<file path="src/rtl/ysyx_22050612_pkg.sv">
// ysyx_22050612_pkg
//   Shared types and constants for the IFU/LSU memory arbiter:
//   FSM state encoding, request-owner encoding, the latched request
//   payload layout and the default LSU streak limit.
package ysyx_22050612_pkg;

  // Consecutive LSU grants allowed while the IFU is waiting.
  localparam int DEFAULT_MAX_LS_STREAK = 4;

  typedef enum logic [1:0] {
    ST_IDLE = 2'd0,
    ST_REQ  = 2'd1,
    ST_RESP = 2'd2
  } state_e;

  typedef enum logic {
    OWN_IF = 1'b0,
    OWN_LS = 1'b1
  } owner_e;

  // Payload that is presented downstream for the in-flight transaction.
  typedef struct packed {
    logic        wen;
    logic [63:0] addr;
    logic [63:0] wdata;
    logic [7:0]  wmask;
  } mem_req_t;

endpackage

</file>
<file path="src/rtl/ysyx_22050612_arb_pick.sv">
// ysyx_22050612_arb_pick
//   Owner selection between IFU and LSU plus the LSU streak counter that
//   keeps a busy LSU from starving instruction fetch.
// Ports:
//   clk, rst          clock, synchronous active-high reset
//   if_req, ls_req    raw requests from the two masters
//   idle              arbiter FSM is in IDLE this cycle
//   if_grant          IFU request accepted downstream this cycle
//   ls_grant          LSU request accepted downstream this cycle
//   pick              owner to serve when both/either request in IDLE
module ysyx_22050612_arb_pick
  import ysyx_22050612_pkg::*;
#(
  parameter int MAX_LS_STREAK = DEFAULT_MAX_LS_STREAK
) (
  input  logic   clk,
  input  logic   rst,
  input  logic   if_req,
  input  logic   ls_req,
  input  logic   idle,
  input  logic   if_grant,
  input  logic   ls_grant,
  output owner_e pick
);

  localparam int SW = (MAX_LS_STREAK < 1) ? 1 : $clog2(MAX_LS_STREAK + 1);
  localparam logic [SW-1:0] STREAK_MAX = SW'(MAX_LS_STREAK);

  logic [SW-1:0] streak_reg;
  logic [SW-1:0] streak_next;

  // LSU wins contention until it has used up its streak budget.
  always_comb begin
    pick = OWN_IF;
    if (if_req && ls_req) begin
      pick = (streak_reg == STREAK_MAX) ? OWN_IF : OWN_LS;
    end else if (ls_req) begin
      pick = OWN_LS;
    end
  end

  // Only LSU grants that happen while the IFU is actually waiting count
  // toward the streak; an idle IFU forgets any accumulated streak.
  always_comb begin
    streak_next = streak_reg;
    if (if_grant) begin
      streak_next = '0;
    end else if (ls_grant && if_req) begin
      if (streak_reg != STREAK_MAX) begin
        streak_next = streak_reg + SW'(1);
      end
    end else if (idle && !if_req) begin
      streak_next = '0;
    end
  end

  always_ff @(posedge clk) begin
    if (rst) begin
      streak_reg <= '0;
    end else begin
      streak_reg <= streak_next;
    end
  end

endmodule

</file>
<file path="src/rtl/ysyx_22050612_mem_arbiter.sv">
// ysyx_22050612_mem_arbiter
//   Two-master (IFU read port, LSU read/write port) to one memory port
//   arbiter with a single outstanding transaction.
//   IDLE -> REQ -> RESP -> IDLE; payload is latched in IDLE so masters may
//   change their inputs once granted.
// Ports:
//   clk, rst                     clock, synchronous active-high reset
//   if_req/if_addr               IFU fetch request
//   if_gnt/if_rvalid/if_rdata    IFU accept pulse and read response
//   ls_req/ls_wen/ls_addr/
//   ls_wdata/ls_wmask            LSU request and payload
//   ls_gnt/ls_rvalid/ls_rdata    LSU accept pulse and response
//   mem_valid/mem_ready          downstream request handshake
//   mem_wen/addr/wdata/wmask     downstream payload
//   mem_rvalid/mem_rdata         downstream response
module ysyx_22050612_mem_arbiter
  import ysyx_22050612_pkg::*;
#(
  parameter int MAX_LS_STREAK = DEFAULT_MAX_LS_STREAK
) (
  input  logic        clk,
  input  logic        rst,
  input  logic        if_req,
  input  logic [63:0] if_addr,
  output logic        if_gnt,
  output logic        if_rvalid,
  output logic [63:0] if_rdata,
  input  logic        ls_req,
  input  logic        ls_wen,
  input  logic [63:0] ls_addr,
  input  logic [63:0] ls_wdata,
  input  logic [7:0]  ls_wmask,
  output logic        ls_gnt,
  output logic        ls_rvalid,
  output logic [63:0] ls_rdata,
  output logic        mem_valid,
  input  logic        mem_ready,
  output logic        mem_wen,
  output logic [63:0] mem_addr,
  output logic [63:0] mem_wdata,
  output logic [7:0]  mem_wmask,
  input  logic        mem_rvalid,
  input  logic [63:0] mem_rdata
);

  state_e   state_reg, state_next;
  owner_e   owner_reg, owner_next;
  mem_req_t pay_reg, pay_next;
  owner_e   pick;

  ysyx_22050612_arb_pick #(
    .MAX_LS_STREAK(MAX_LS_STREAK)
  ) u_pick (
    .clk      (clk),
    .rst      (rst),
    .if_req   (if_req),
    .ls_req   (ls_req),
    .idle     (state_reg == ST_IDLE),
    .if_grant (if_gnt),
    .ls_grant (ls_gnt),
    .pick     (pick)
  );

  always_comb begin
    state_next = state_reg;
    owner_next = owner_reg;
    pay_next   = pay_reg;
    mem_valid  = 1'b0;
    if_gnt     = 1'b0;
    ls_gnt     = 1'b0;
    if_rvalid  = 1'b0;
    ls_rvalid  = 1'b0;
    if_rdata   = '0;
    ls_rdata   = '0;
    case (state_reg)
      ST_IDLE: begin
        if (if_req || ls_req) begin
          owner_next = pick;
          if (pick == OWN_LS) begin
            pay_next = '{wen: ls_wen, addr: ls_addr, wdata: ls_wdata, wmask: ls_wmask};
          end else begin
            pay_next = '{wen: 1'b0, addr: if_addr, wdata: 64'd0, wmask: 8'd0};
          end
          state_next = ST_REQ;
        end
      end
      ST_REQ: begin
        mem_valid = 1'b1;
        if (mem_ready) begin
          if (owner_reg == OWN_LS) ls_gnt = 1'b1;
          else                     if_gnt = 1'b1;
          state_next = ST_RESP;
        end
      end
      ST_RESP: begin
        // Response is forwarded in the same cycle it arrives.
        if (mem_rvalid) begin
          if (owner_reg == OWN_LS) begin
            ls_rvalid = 1'b1;
            ls_rdata  = mem_rdata;
          end else begin
            if_rvalid = 1'b1;
            if_rdata  = mem_rdata;
          end
          state_next = ST_IDLE;
        end
      end
      default: state_next = ST_IDLE;
    endcase
  end

  always_ff @(posedge clk) begin
    if (rst) begin
      state_reg <= ST_IDLE;
      owner_reg <= OWN_IF;
      pay_reg   <= '0;
    end else begin
      state_reg <= state_next;
      owner_reg <= owner_next;
      pay_reg   <= pay_next;
    end
  end

  assign mem_wen   = pay_reg.wen;
  assign mem_addr  = pay_reg.addr;
  assign mem_wdata = pay_reg.wdata;
  assign mem_wmask = pay_reg.wmask;

endmodule

</file>
<file path="config.mk">
export PLATFORM = sky130hd
export DESIGN_NAME = ysyx_22050612_mem_arbiter
export DESIGN_NICKNAME = d
export VERILOG_FILES = /design/src/rtl/ysyx_22050612_pkg.sv /design/src/rtl/ysyx_22050612_arb_pick.sv /design/src/rtl/ysyx_22050612_mem_arbiter.sv
export SDC_FILE = /design/constraint.sdc
export NUM_CORES = 1
export LEC_CHECK = 0
export BUFFER_PORTS_ARGS = -buffer_cell sky130_fd_sc_hd__buf_2
export CORE_AREA = 2 2 210 212
export DETAILED_ROUTE_END_ITERATION = 10
export DIE_AREA = 0 0 212 214
export MAX_ROUTING_LAYER = met4
export PLACE_DENSITY = 0.5
export SLEW_MARGIN = 20
export SYNTH_ARGS = -nofsm -noshare
export SYNTH_HDL_FRONTEND = slang
export SYNTH_SLANG_ARGS = --single-unit
</file>
<file path="constraint.sdc">
create_clock -name clk -period 1.45 [get_ports clk]
set_clock_uncertainty 0.05 [all_clocks]
set_input_delay 0.0725 -clock clk [delete_from_list [all_inputs] [get_ports clk]]
set_output_delay 0.0725 -clock clk [all_outputs]
set_load 0.05 [all_outputs]
</file>
# --- Word-level counts from Yosys, hierarchy flattened ---
# Index checks and enable logic that the tools add are counted.
totals:
  reg_bits: 143
  input_bits: 271
  output_inout_bits: 270
  elab_cells: 55
op_classes:
  n_addsub: 1
  n_eq_ne: 8
  n_mux: 28
  n_reduce_logical: 11
ops:
  columns: ["cell", "n"]
  rows:
  - ["64-bit 2-to-1 mux", 6]
  - ["137-bit 2-to-1 mux", 1]
  - ["1-bit 2-to-1 mux", 14]
  - ["3-bit 2-to-1 mux", 3]
  - ["2-bit inequality test (second input constant)", 4]
  - ["2-bit 2-to-1 mux", 3]
  - ["2-bit one-hot mux with 3 select lines", 1]
  - ["2-bit AND reduction", 2]
  - ["3-bit by 1-bit adder with 3-bit output (second input constant)", 1]
  - ["3-bit equality test (second input constant)", 1]
  - ["1-bit logical AND", 3]
  - ["3-bit inequality test (second input constant)", 1]
  - ["3-bit AND reduction", 1]
  - ["2-bit by 1-bit equality test with 1-bit output (second input constant)", 1]
  - ["2-bit equality test (second input constant)", 1]
  - ["2-bit zero test", 1]
  - ["2-bit nonzero test", 1]
  - ["2-bit OR reduction", 1]
  - ["1-bit zero test", 1]
  - ["1-bit logical OR", 1]

# --- Longest topological paths before layout ---
# Gate-level depths: netlist of the first run.
logic_depth:
  depth_word: 6
  ltp_mapped: 7
  ltp_nobuf: 5

# --- By module ---
# From an unflattened synthesis of the first run, not the netlist that was laid out.
hier_totals:
  hier_cells: 820
  hier_area_um2: 7200.7
modules_own_cells:
  columns: ["module", "instances", "cells_each", "area_per_inst_um2", "seq_area_each_um2"]
  rows:
  - ["ysyx_22050612_mem_arbiter", 1, 798, 7008.0, 2802.7]
  - ["ysyx_22050612_arb_pick", 1, 22, 192.7, 60.1]

# --- Worst setup path after synthesis of the first run ---
# OpenSTA, ideal clock, no wires.
synth_path:
  kind: "register -> output"
  from: "register state_reg[0]"
  to: "output ls_rdata[54]"
  arrival_time_ns: 1.759
  t_required_ns: 1.327
  slack_ns: -0.432
  path_stages_with_launch: 5
  path_buffers: 2
  cell_sequence: "dfxtp_1 -> buf_6 -> and4b_1 -> clkbuf_1 -> and2_1"
synth_between:
  elab_chain_len: 2
synth_rtl:
  columns: ["item", "line_no", "rtl"]
  rows:
  - ["start, declared", "ysyx_22050612_mem_arbiter.sv:46", "state_e state_reg, state_next;"]
  - ["start signal, assigned", "ysyx_22050612_mem_arbiter.sv:118", "state_reg <= state_next;"]
  - ["2-bit equality test", "ysyx_22050612_mem_arbiter.sv:75", "case (state_reg)"]
  - ["64-bit 2-to-1 mux", "ysyx_22050612_mem_arbiter.sv:75", null]
  - ["end, declared", "ysyx_22050612_mem_arbiter.sv:35", "output logic [63:0] ls_rdata,"]
# No other way between the ends.

# --- Final worst setup path of the first run ---
layout_path:
  from: "register state_reg[0]"
  to: "output if_rdata[26]"
layout_between:
  elab_chain_len: 2
layout_rtl:
  columns: ["item", "line_no", "rtl"]
  rows:
  - ["2-bit equality test", "ysyx_22050612_mem_arbiter.sv:75", null]
  - ["64-bit 2-to-1 mux", "ysyx_22050612_mem_arbiter.sv:75", null]
  - ["end, declared", "ysyx_22050612_mem_arbiter.sv:27", "output logic [63:0] if_rdata,"]
# No other way between the ends.

==> results of run 1 <==
[layout make-up]
type	instances	area, sq um	share of cell area, %
sequential	143	2870	16.8
antenna	15	37.5	0.220
inverter	4	15.0	0.0879
clock buffer	19	433	2.53
clock inverter	12	140	0.820
multi-input combinational	643	4870	28.5
tap	585	732	4.28
timing repair buffer	866	7990	46.8
[worst min-delay path by stage]
stage | slack, ns | start | depth (start not counted) | endpoint
after global placement | 0.27 | mem_ready | 2 | state_reg[0]
final | 0.08 | rst | 2 | mem_addr[52]
after detailed placement | 0.26 | mem_ready | 2 | state_reg[0]
after global routing | 0.08 | rst | 2 | mem_addr[22]
after floorplan | 0.14 | mem_ready | 1 | state_reg[0]
after CTS | 0.05 | rst | 2 | mem_addr[55]
[metrics by stage]
step,std cells,TNS (ns),area (sq um)
global placement,1969,-9.77,11100
finish,2287,-68.96,17100
floorplan,909,0,7500
detailed placement,1969,-11.03,11100
CTS,2258,-72.99,16000
global route,2287,-87.02,17100
[layer usage]
layer | vias to the layer above | part of all wire, %
met2 | 632 | 51
met3 | 142 | 6.8
li1 | 4935 | -
met5 | - | 0
met1 | 5288 | 37
met4 | 0 | 5.1
[report_power, final]
part | switching, mW | internal [mW]
combinational | 2.95 | 1.84
clock | 1.94 | 2.53
sequential | 0.182 | 4.27
[worst max-delay path, cell delays in order (launching register included)]
cell and delay (ns):
dfxtp_2 0.33, and4bb_4 0.37, buf_12 0.14, buf_16 0.15
and2_2 0.19, buf_8 0.15
[synthesized netlist by cell type (all sizes together)]
library cell | n | area [sq um]
a21oi | 142 | 711
nor2b | 1 | 6.26
clkinv | 1 | 3.75
nand4 | 75 | 469
nand2 | 3 | 11.3
a2111oi | 1 | 8.76
nand3 | 66 | 330
nor2 | 7 | 45.1
buf | 61 | 394
ha | 2 | 25.0
a21o | 1 | 7.51
and4b | 1 | 10.0
and3b | 1 | 8.76
and3 | 1 | 6.26
dfxtp | 143 | 2860
and2 | 130 | 813
a311oi | 64 | 579
nand4b | 2 | 17.5
o21ai | 138 | 691
or3 | 1 | 6.26
o211ai | 1 | 7.51
and4bb | 1 | 12.5
o311ai | 2 | 17.5
or2 | 2 | 15.0
clkbuf | 58 | 244
inv | 3 | 11.3
nand3b | 1 | 7.51
[cells by family (layout without fill, tap and decap cells)]
family	Yosys count	after routing
compound gates	349	349
simple gates	292	292
flops	143	143
buf+inv	123	901
fa+ha+maj	2	2
other cells	0	15
[what timing repair did]
item / 4_1_cts / 5_1_grt
setup buffers: 33 / 12
setup endpoints to repair: 252 / 275
pin swaps: 116 / 111
gates cloned: 24 / 13
gates resized for setup: 409 / 241
endpoints found under the hold margin: 139 / 0
hold buffers: 203 / 0
==> impl_metrics.yaml, run 1 <==
die:
  dieWidth_microns: 212
  core_region_area_sq_um: 42900
  initial_core_util_pct: 17.1
  dieArea_sq_um: 45400
  fp-row-count: 76
  die_h_microns: 214
  ios: 541
global_route:
  grtUsageMet3_pct: 4.15
  grtUsageTotal_pct: 21.1
  grt_pass1_wl_mm: 69.3
  grtUsageMet1_pct: 23.0
  antenna_found_initial: 29
  grt_use_met2_pct: 35.5
  grt_pass1_vias: 10800
  grt_max_degree: 67
  busiest_layer: "met2"
  grt-ovfl-total: 0
finish:
  final_core_util_pct: 39.8
  final_common_cell: "buf_2"
  fillers: 4095
  drive_gt1_share_pct: 57.1
  area_delta_synth_final_pct: 133
  layout.nets: 1948
  most-common-layout-cells: "buf_2 (405), dlygate4sd3_1 (203), dfxtp_1 (138)"
route:
  via_count: 11000
  drt_iter0_markers: 820
  avgViaCountPerCell: 4.81
  routed_wl_mm: 51.7
  wire_per_inst_microns: 22.6
  postRouteAntennaNets: 0
  drc_errors: 0
  dr.pass1.iters: 5
yosys:
  netlist_area_sq_um: 7320
  synthXorXnorAreaFrac_pct: 0
  syn-num-nets: 1182
  synth-seq-cells: 143
  synth_top_family_by_area: "compound AO/OA/AOI/OAI gates"
  seq_area_frac_synth_pct: 39.1
  yosysWarningCount: 0
  syn_inst: 909
  synthSimpleGateAreaFrac_pct: 24.0
  avgSynthCellArea_sq_um: 8.06
  synth_compound_area_share_pct: 27.6
  synth_fa_ha_area_share_pct: 0.342
  muxShareOfSynthArea_pct: 0
  synthDistinctLibCells: 35
critical_path:
  endpoint_kind: "primary output"
  r2r_start: "u_pick.streak_reg[0]"
  reg2reg_to: "mem_addr[2]"
  required_ns: 1.33
  r2r_cells: 8
  start_kind: "flip-flop"
  cp-endpoint: "if_rdata[26]"
  critPathKind: "flip-flop to primary output"
  critPathMaxFanout: 16
  rrSetupSlack_ns: -0.24
  startpoint: "state_reg[0]"
  crit_arrival_ns: 1.79
clocking:
  clock_sinks: 143
  root_buffer: "clkbuf_16"
  clk_latency_ns: 0.45
  cts_tree: "yes"
  cts_buffers: 17
  clk_pin_slew_worst_paths_ns: 0.06
  cts.path.max_buffers: 2
  htreeDepth: 4
sta:
  fmax_mhz: 522
  period_minus_slack_ns: 1.92
  tightest_slew_ns: 0.505
  min_period_over_period_pct: 132
  relSlewSlack_pct: 66.4
  rsz0062_at_grt: "yes"
  setup_viol: 267
  worst_hold_slack_ns: 0.0780
  slew_viol_final: 0
  hold_violations: 0
  worst_slack_ns: -0.465
placed_design:
  io_buffers: 540
  pre_cts_ws_ns: -0.210
  gp_routability_congestion: 0.858
  dp_hpwl_mm: 30.5
outcome:
  violations: "setup timing"
  outcome: "complete, but fails checks"
power:
  ir_drop_uv: 848
  p_total_mw: 13.7
  p_leak_nw: 7.41
  power.density_nw_per_um2: 803
hold_path:
  hold_class: "input pin to flip-flop"
flow_run:
  maxCapViolCount: 0
Note: power is estimated with default switching activity, not from simulation.
==> inputs of run 2 (changes only) <==
--- a/config.mk
+++ b/config.mk
@@ -5,12 +5,12 @@
 export SDC_FILE = /design/constraint.sdc
 export NUM_CORES = 1
 export LEC_CHECK = 0
-export BUFFER_PORTS_ARGS = -buffer_cell sky130_fd_sc_hd__buf_2
-export CORE_AREA = 2 2 210 212
+export CORE_AREA = 2 2 208 210
 export DETAILED_ROUTE_END_ITERATION = 10
-export DIE_AREA = 0 0 212 214
+export DIE_AREA = 0 0 210 212
+export DONT_BUFFER_PORTS = 1
 export MAX_ROUTING_LAYER = met4
-export PLACE_DENSITY = 0.5
+export PLACE_DENSITY = 0.39
 export SLEW_MARGIN = 20
 export SYNTH_ARGS = -nofsm -noshare
 export SYNTH_HDL_FRONTEND = slang
==> run 2 against run 1 <==
The flow finishes with violations (hold timing, setup timing). Sequential cell count did not move. Total power fell by 3.8%. Hold slack got worse by 0.43 ns. Utilization fell by 9.3 points. Setup slack improved by 0.036 ns. First-iteration DRC count fell by 32%. Critical path depth did not move. Sequential power barely moved. Clock-buffer cell count fell by 2. Via count fell by 22%. Combinational power fell by 8.6%.
==> impl_metrics.yaml, run 2 (synthesized netlist as in run 1, its figures left out) <==
critical_path:
  critPathKind: "flip-flop to primary output"
  critPathMaxFanout: 8
  crit_arrival_ns: 1.76
  r2r_cells: 9
  endpoint_kind: "primary output"
  start_kind: "flip-flop"
  required_ns: 1.33
finish:
  area_delta_synth_final_pct: 77.3
  layout.nets: 1406
  final_common_cell: "buf_4"
  drive_gt1_share_pct: 50.4
  stdcell_count: 1711
  most-common-layout-cells: "buf_4 (170), dfxtp_1 (138), and2_4 (113)"
  final_core_util_pct: 30.5
  fillers: 4411
sta:
  min_period_over_period_pct: 130
  slew_viol_final: 0
  setup_viol: 273
  worst_hold_slack_ns: -0.354
  period_minus_slack_ns: 1.88
  tightest_slew_ns: 0.578
  rsz0062_at_grt: "yes"
  relSlewSlack_pct: 61.5
  worst_slack_ns: -0.430
  hold_violations: 143
  fmax_mhz: 532
clocking:
  clk_latency_ns: 0.45
  clock_sinks: 143
  root_buffer: "clkbuf_16"
  clk_pin_slew_worst_paths_ns: 0.07
  cts.path.max_buffers: 2
  cts_buffers: 17
  cts_tree: "yes"
  htreeDepth: 4
die:
  dieArea_sq_um: 44500
  initial_core_util_pct: 17.2
  core_region_area_sq_um: 42500
  die_h_microns: 212
  fp-row-count: 76
  dieWidth_microns: 210
  ios: 541
route:
  drc_errors: 0
  routed_wl_mm: 45.4
  wire_per_inst_microns: 26.5
  avgViaCountPerCell: 5.01
  dr.pass1.iters: 7
  postRouteAntennaNets: 0
  via_count: 8567
  drt_iter0_markers: 557
outcome:
  violations: "hold timing, setup timing"
  outcome: "complete, but fails checks"
power:
  pwr-share-clk_pct: 32.9
  p_comb_share_pct: 33.2
  ir_drop_uv: 883
  p_leak_nw: 4.96
  power.switching_mw: 4.81
  internal-power_mw: 8.38
  power.density_nw_per_um2: 1020
  sw_frac_of_total_pct: 36.5
  seqPwrFrac_pct: 34.0
placed_design:
  gp_routability_congestion: 0.785
  dp_hpwl_mm: 28.5
  placedCellCount: 1587
  io_buffers: 0
hold_path:
  whs_path_depth: 1
  hold_class: "input pin to flip-flop"
global_route:
  grt_pass1_wl_mm: 54.4
  grt_max_degree: 142
  grt-ovfl-total: 0
  antenna_found_initial: 12
  grt_pass1_vias: 7831
  grtUsageTotal_pct: 17.3
flow_run:
  maxCapViolCount: 0
## run 2: worst paths after layout
kind                                   start             to  slack [ns]
worst min register to register  mem_wmask[1]   mem_wmask[1]        0.41
worst max-delay path            state_reg[0]   ls_rdata[31]       -0.43
worst min-delay path                     rst   mem_addr[28]       -0.35
worst max register to register  state_reg[1]  mem_wdata[18]       -0.28
## run 2: final cells by class
type | count | area, sq um | area share (%)
tap | 546 | 683 | 5.26
inverter | 4 | 15.0 | 0.116
clock buffer | 17 | 425 | 3.28
multi-input combinational | 643 | 4550 | 35.0
clock inverter | 15 | 134 | 1.03
timing repair buffer | 324 | 4260 | 32.8
sequential | 143 | 2870 | 22.1
antenna | 19 | 47.5 | 0.366
## run 2: power groups by stage
stage	Sequential [mW]	Clock, mW	Combinational (mW)
6_report	4.48	4.33	4.37
5_1_grt	4.52	4.63	4.57
4_1_cts	4.44	4.50	3.49
3_5_place_dp	4.52	0	3.29
3_3_place_gp	4.52	0	3.29
2_1_floorplan	5.65	0	1.21
## run 2: critical path, cell delays in order, from the launching register on
cell and delay [ns]:
dfxtp_2 0.33, and4b_4 0.36, buf_12 0.15, clkbuf_16 0.16, and2_4 0.15, buf_12 0.13
## run 2: timing repair
action	4_1_cts	5_1_grt
setup buffers	9	24
endpoints found under the setup margin	256	274
endpoints found under the hold margin	143	143
pin swaps	47	170
gates cloned	4	39
hold buffers	1	1
gates resized for setup	92	189
## run 2: per-stage QoR
| step | total power [mW] | worst slack, ns | setup TNS, ns | instance area (sq um) |
|---|---|---|---|---|
| after CTS | 12.4 | -0.465 | -77.50 | 11300 |
| after floorplan | 6.86 | 0.000204 | 0 | 7500 |
| after global routing | 13.7 | -0.495 | -90.72 | 13000 |
| final | 13.2 | -0.430 | -73.65 | 13000 |
| after detailed placement | 7.81 | -0.220 | -11.15 | 10400 |
| after global placement | 7.80 | -0.170 | -9.34 | 10400 |
## run 2: routing by layer
| layer | GRT usage (%) | part of all wire, % | routed length, microns | up-vias |
|---|---|---|---|---|
| li1 | - | - | - | 3850 |
| met1 | 17.1 | 36 | 16400 | 4240 |
| met2 | 31.1 | 53 | 24100 | 413 |
| met3 | 4.83 | 7.0 | 3190 | 64 |
| met4 | 9.29 | 3.8 | 1730 | 0 |
| met5 | - | 0 | 0 | - |
==> inputs of run 3 (changes only) <==
--- a/config.mk
+++ b/config.mk
@@ -11,6 +11,7 @@
 export DONT_BUFFER_PORTS = 1
 export MAX_ROUTING_LAYER = met4
 export PLACE_DENSITY = 0.39
+export SETUP_SLACK_MARGIN = 0.05
 export SLEW_MARGIN = 20
 export SYNTH_ARGS = -nofsm -noshare
 export SYNTH_HDL_FRONTEND = slang
==> run 3 against run 2 <==
The flow still finishes with violations (hold timing, setup timing). Sequential cell count unchanged. Total power fell by 0.57%. Global-route usage increased by 0.73 points. Die area is the same. Wire length fell by 2.5%. Clock-buffer cell count rose by 3. Clock power grew 9.2%. Critical path depth down 1. Via count increased by 3.3%. Largest cell class unchanged.
==> impl_metrics.yaml, run 3 (synthesized netlist as in run 1, its figures left out) <==
die:
  dieWidth_microns: 210
  dieArea_sq_um: 44500
  ios: 541
  die_h_microns: 212
  core_region_area_sq_um: 42500
  initial_core_util_pct: 17.2
  fp-row-count: 76
critical_path:
  endpoint_kind: "primary output"
  required_ns: 1.33
  crit_path_frequent_cell: "buf_12"
  critPathMaxFanout: 33
  critPathKind: "flip-flop to primary output"
  start_kind: "flip-flop"
  crit_chain: "and4b_4 -> buf_12 -> and2_1 -> buf_12"
  crit_arrival_ns: 1.74
  critical-path-slowest-cell: "and4b_4"
  path_buf_inv: 2
  cpLargestDelayFamily: "simple AND/OR/NAND/NOR gates"
  crit_cells: 4
  critPathMaxStageDelay_ns: 0.37
  r2r_cells: 10
power:
  power.switching_mw: 4.68
  p_leak_nw: 5.19
  power.density_nw_per_um2: 955
  seqPwrFrac_pct: 34.0
  pwr-share-clk_pct: 36.0
  ir_drop_uv: 860
  internal-power_mw: 8.43
  p_comb_share_pct: 30.0
  sw_frac_of_total_pct: 35.7
finish:
  fillers: 4266
  most-common-layout-cells: "buf_4 (160), dfxtp_1 (138), a21oi_1 (129)"
  final_common_cell: "buf_4"
  stdcell_area_sq_um: 13700
  drive_gt1_share_pct: 51.4
  area_delta_synth_final_pct: 87.6
  layout.nets: 1440
  final_core_util_pct: 32.3
route:
  wl_met2_mm: 23.2
  wl_met1_mm: 16.3
  drc_errors: 0
  dr.pass1.iters: 5
  avgViaCountPerCell: 5.07
  postRouteAntennaNets: 0
  dr_wl_met3_mm: 2.71
  via_count: 8851
  drt_iter0_markers: 575
  wire_per_inst_microns: 25.4
  routed_wl_mm: 44.3
  top_layer: "met4"
clocking:
  root_buffer: "clkbuf_16"
  cts_buffers: 17
  clock_sinks: 143
  clk_latency_ns: 0.45
  cts.path.max_buffers: 2
  cts_tree: "yes"
  clk_pin_slew_worst_paths_ns: 0.07
  htreeDepth: 4
sta:
  relSlewSlack_pct: 51.9
  worst_slack_ns: -0.410
  rsz0062_at_grt: "yes"
  period_minus_slack_ns: 1.86
  worst_hold_slack_ns: -0.326
  hold_violations: 138
  finalSetupTns_ns: -66.87
  fmax_mhz: 538
  min_period_over_period_pct: 128
  tightest_slew_ns: 0.721
  setup_viol: 265
  slew_viol_final: 0
flow_run:
  maxCapViolCount: 0
placed_design:
  placed_area_sq_um: 9740
  dp_hpwl_mm: 27.7
  io_buffers: 0
  gp_routability_congestion: 0.819
outcome:
  violations: "hold timing, setup timing"
  outcome: "complete, but fails checks"
global_route:
  antenna_found_initial: 7
  grt_max_degree: 142
  grt_pass1_vias: 7963
  grtUsageTotal_pct: 18.1
  grt_pass1_wl_mm: 56.7
  grt-ovfl-total: 0
hold_path:
  whs_path_depth: 1
  hold_class: "input pin to flip-flop"
-- run 3: stage by stage --
step | worst slack [ns] | total power [mW] | instances
6_report | -0.410 | 13.1 | 1745
5_1_grt | -0.477 | 13.6 | 1744
4_1_cts | -0.433 | 12.7 | 1622
3_5_place_dp | -0.208 | 7.78 | 1544
3_3_place_gp | -0.161 | 7.75 | 1544
2_1_floorplan | 0.0278 | 6.89 | 909
-- run 3: power groups by stage --
stage | registers, mW | logic [mW] | clock network (mW)
finish | 4.46 | 3.93 | 4.73
global route | 4.49 | 4.10 | 5.02
CTS | 4.45 | 3.35 | 4.88
detailed placement | 4.53 | 3.25 | 0
global placement | 4.52 | 3.24 | 0
floorplan | 5.65 | 1.23 | 0
-- run 3: worst register-to-register path, delay by kind of cell (launching register included) --
family	cells	cell delay, ns
buffers and inverters	6	0.71
AOI/OAI and AO/OA	1	0.20
DFF	1	0.34
adders and majority gates	1	0.16
and+or+nand+nor	2	0.18
-- run 3: final cells by class --
type / count / area (sq um) / area share, %
Multi-Input combinational cell: 643 / 5210 / 37.9
Inverter: 4 / 15.0 / 0.109
Timing Repair Buffer: 358 / 4300 / 31.3
Antenna cell: 19 / 47.5 / 0.346
Tap cell: 546 / 683 / 4.97
Sequential cell: 143 / 2870 / 20.9
Clock buffer: 20 / 467 / 3.40
Clock inverter: 12 / 148 / 1.07
-- run 3: timing repair --
action,4_1_cts,5_1_grt
gates cloned,21,12
endpoints found under the hold margin,143,143
hold buffers,1,86
setup endpoints to repair,274,274
resized for setup,145,205
pin swaps,134,137
setup buffers,24,17
-- run 3: metal layers --
metal	vias up	global-route usage, %
li1	3945	-
met1	4346	19.1
met2	473	31.0
met3	87	4.52
met4	0	10.1
met5	-	-
-- run 3: final timing paths --
check | start | end | slack, ns
max | state_reg[0] | ls_rdata[3] | -0.41
min reg2reg | mem_wdata[11] | mem_wdata[11] | 0.43
min | rst | mem_addr[35] | -0.33
max reg2reg | u_pick.streak_reg[0] | mem_addr[12] | -0.29
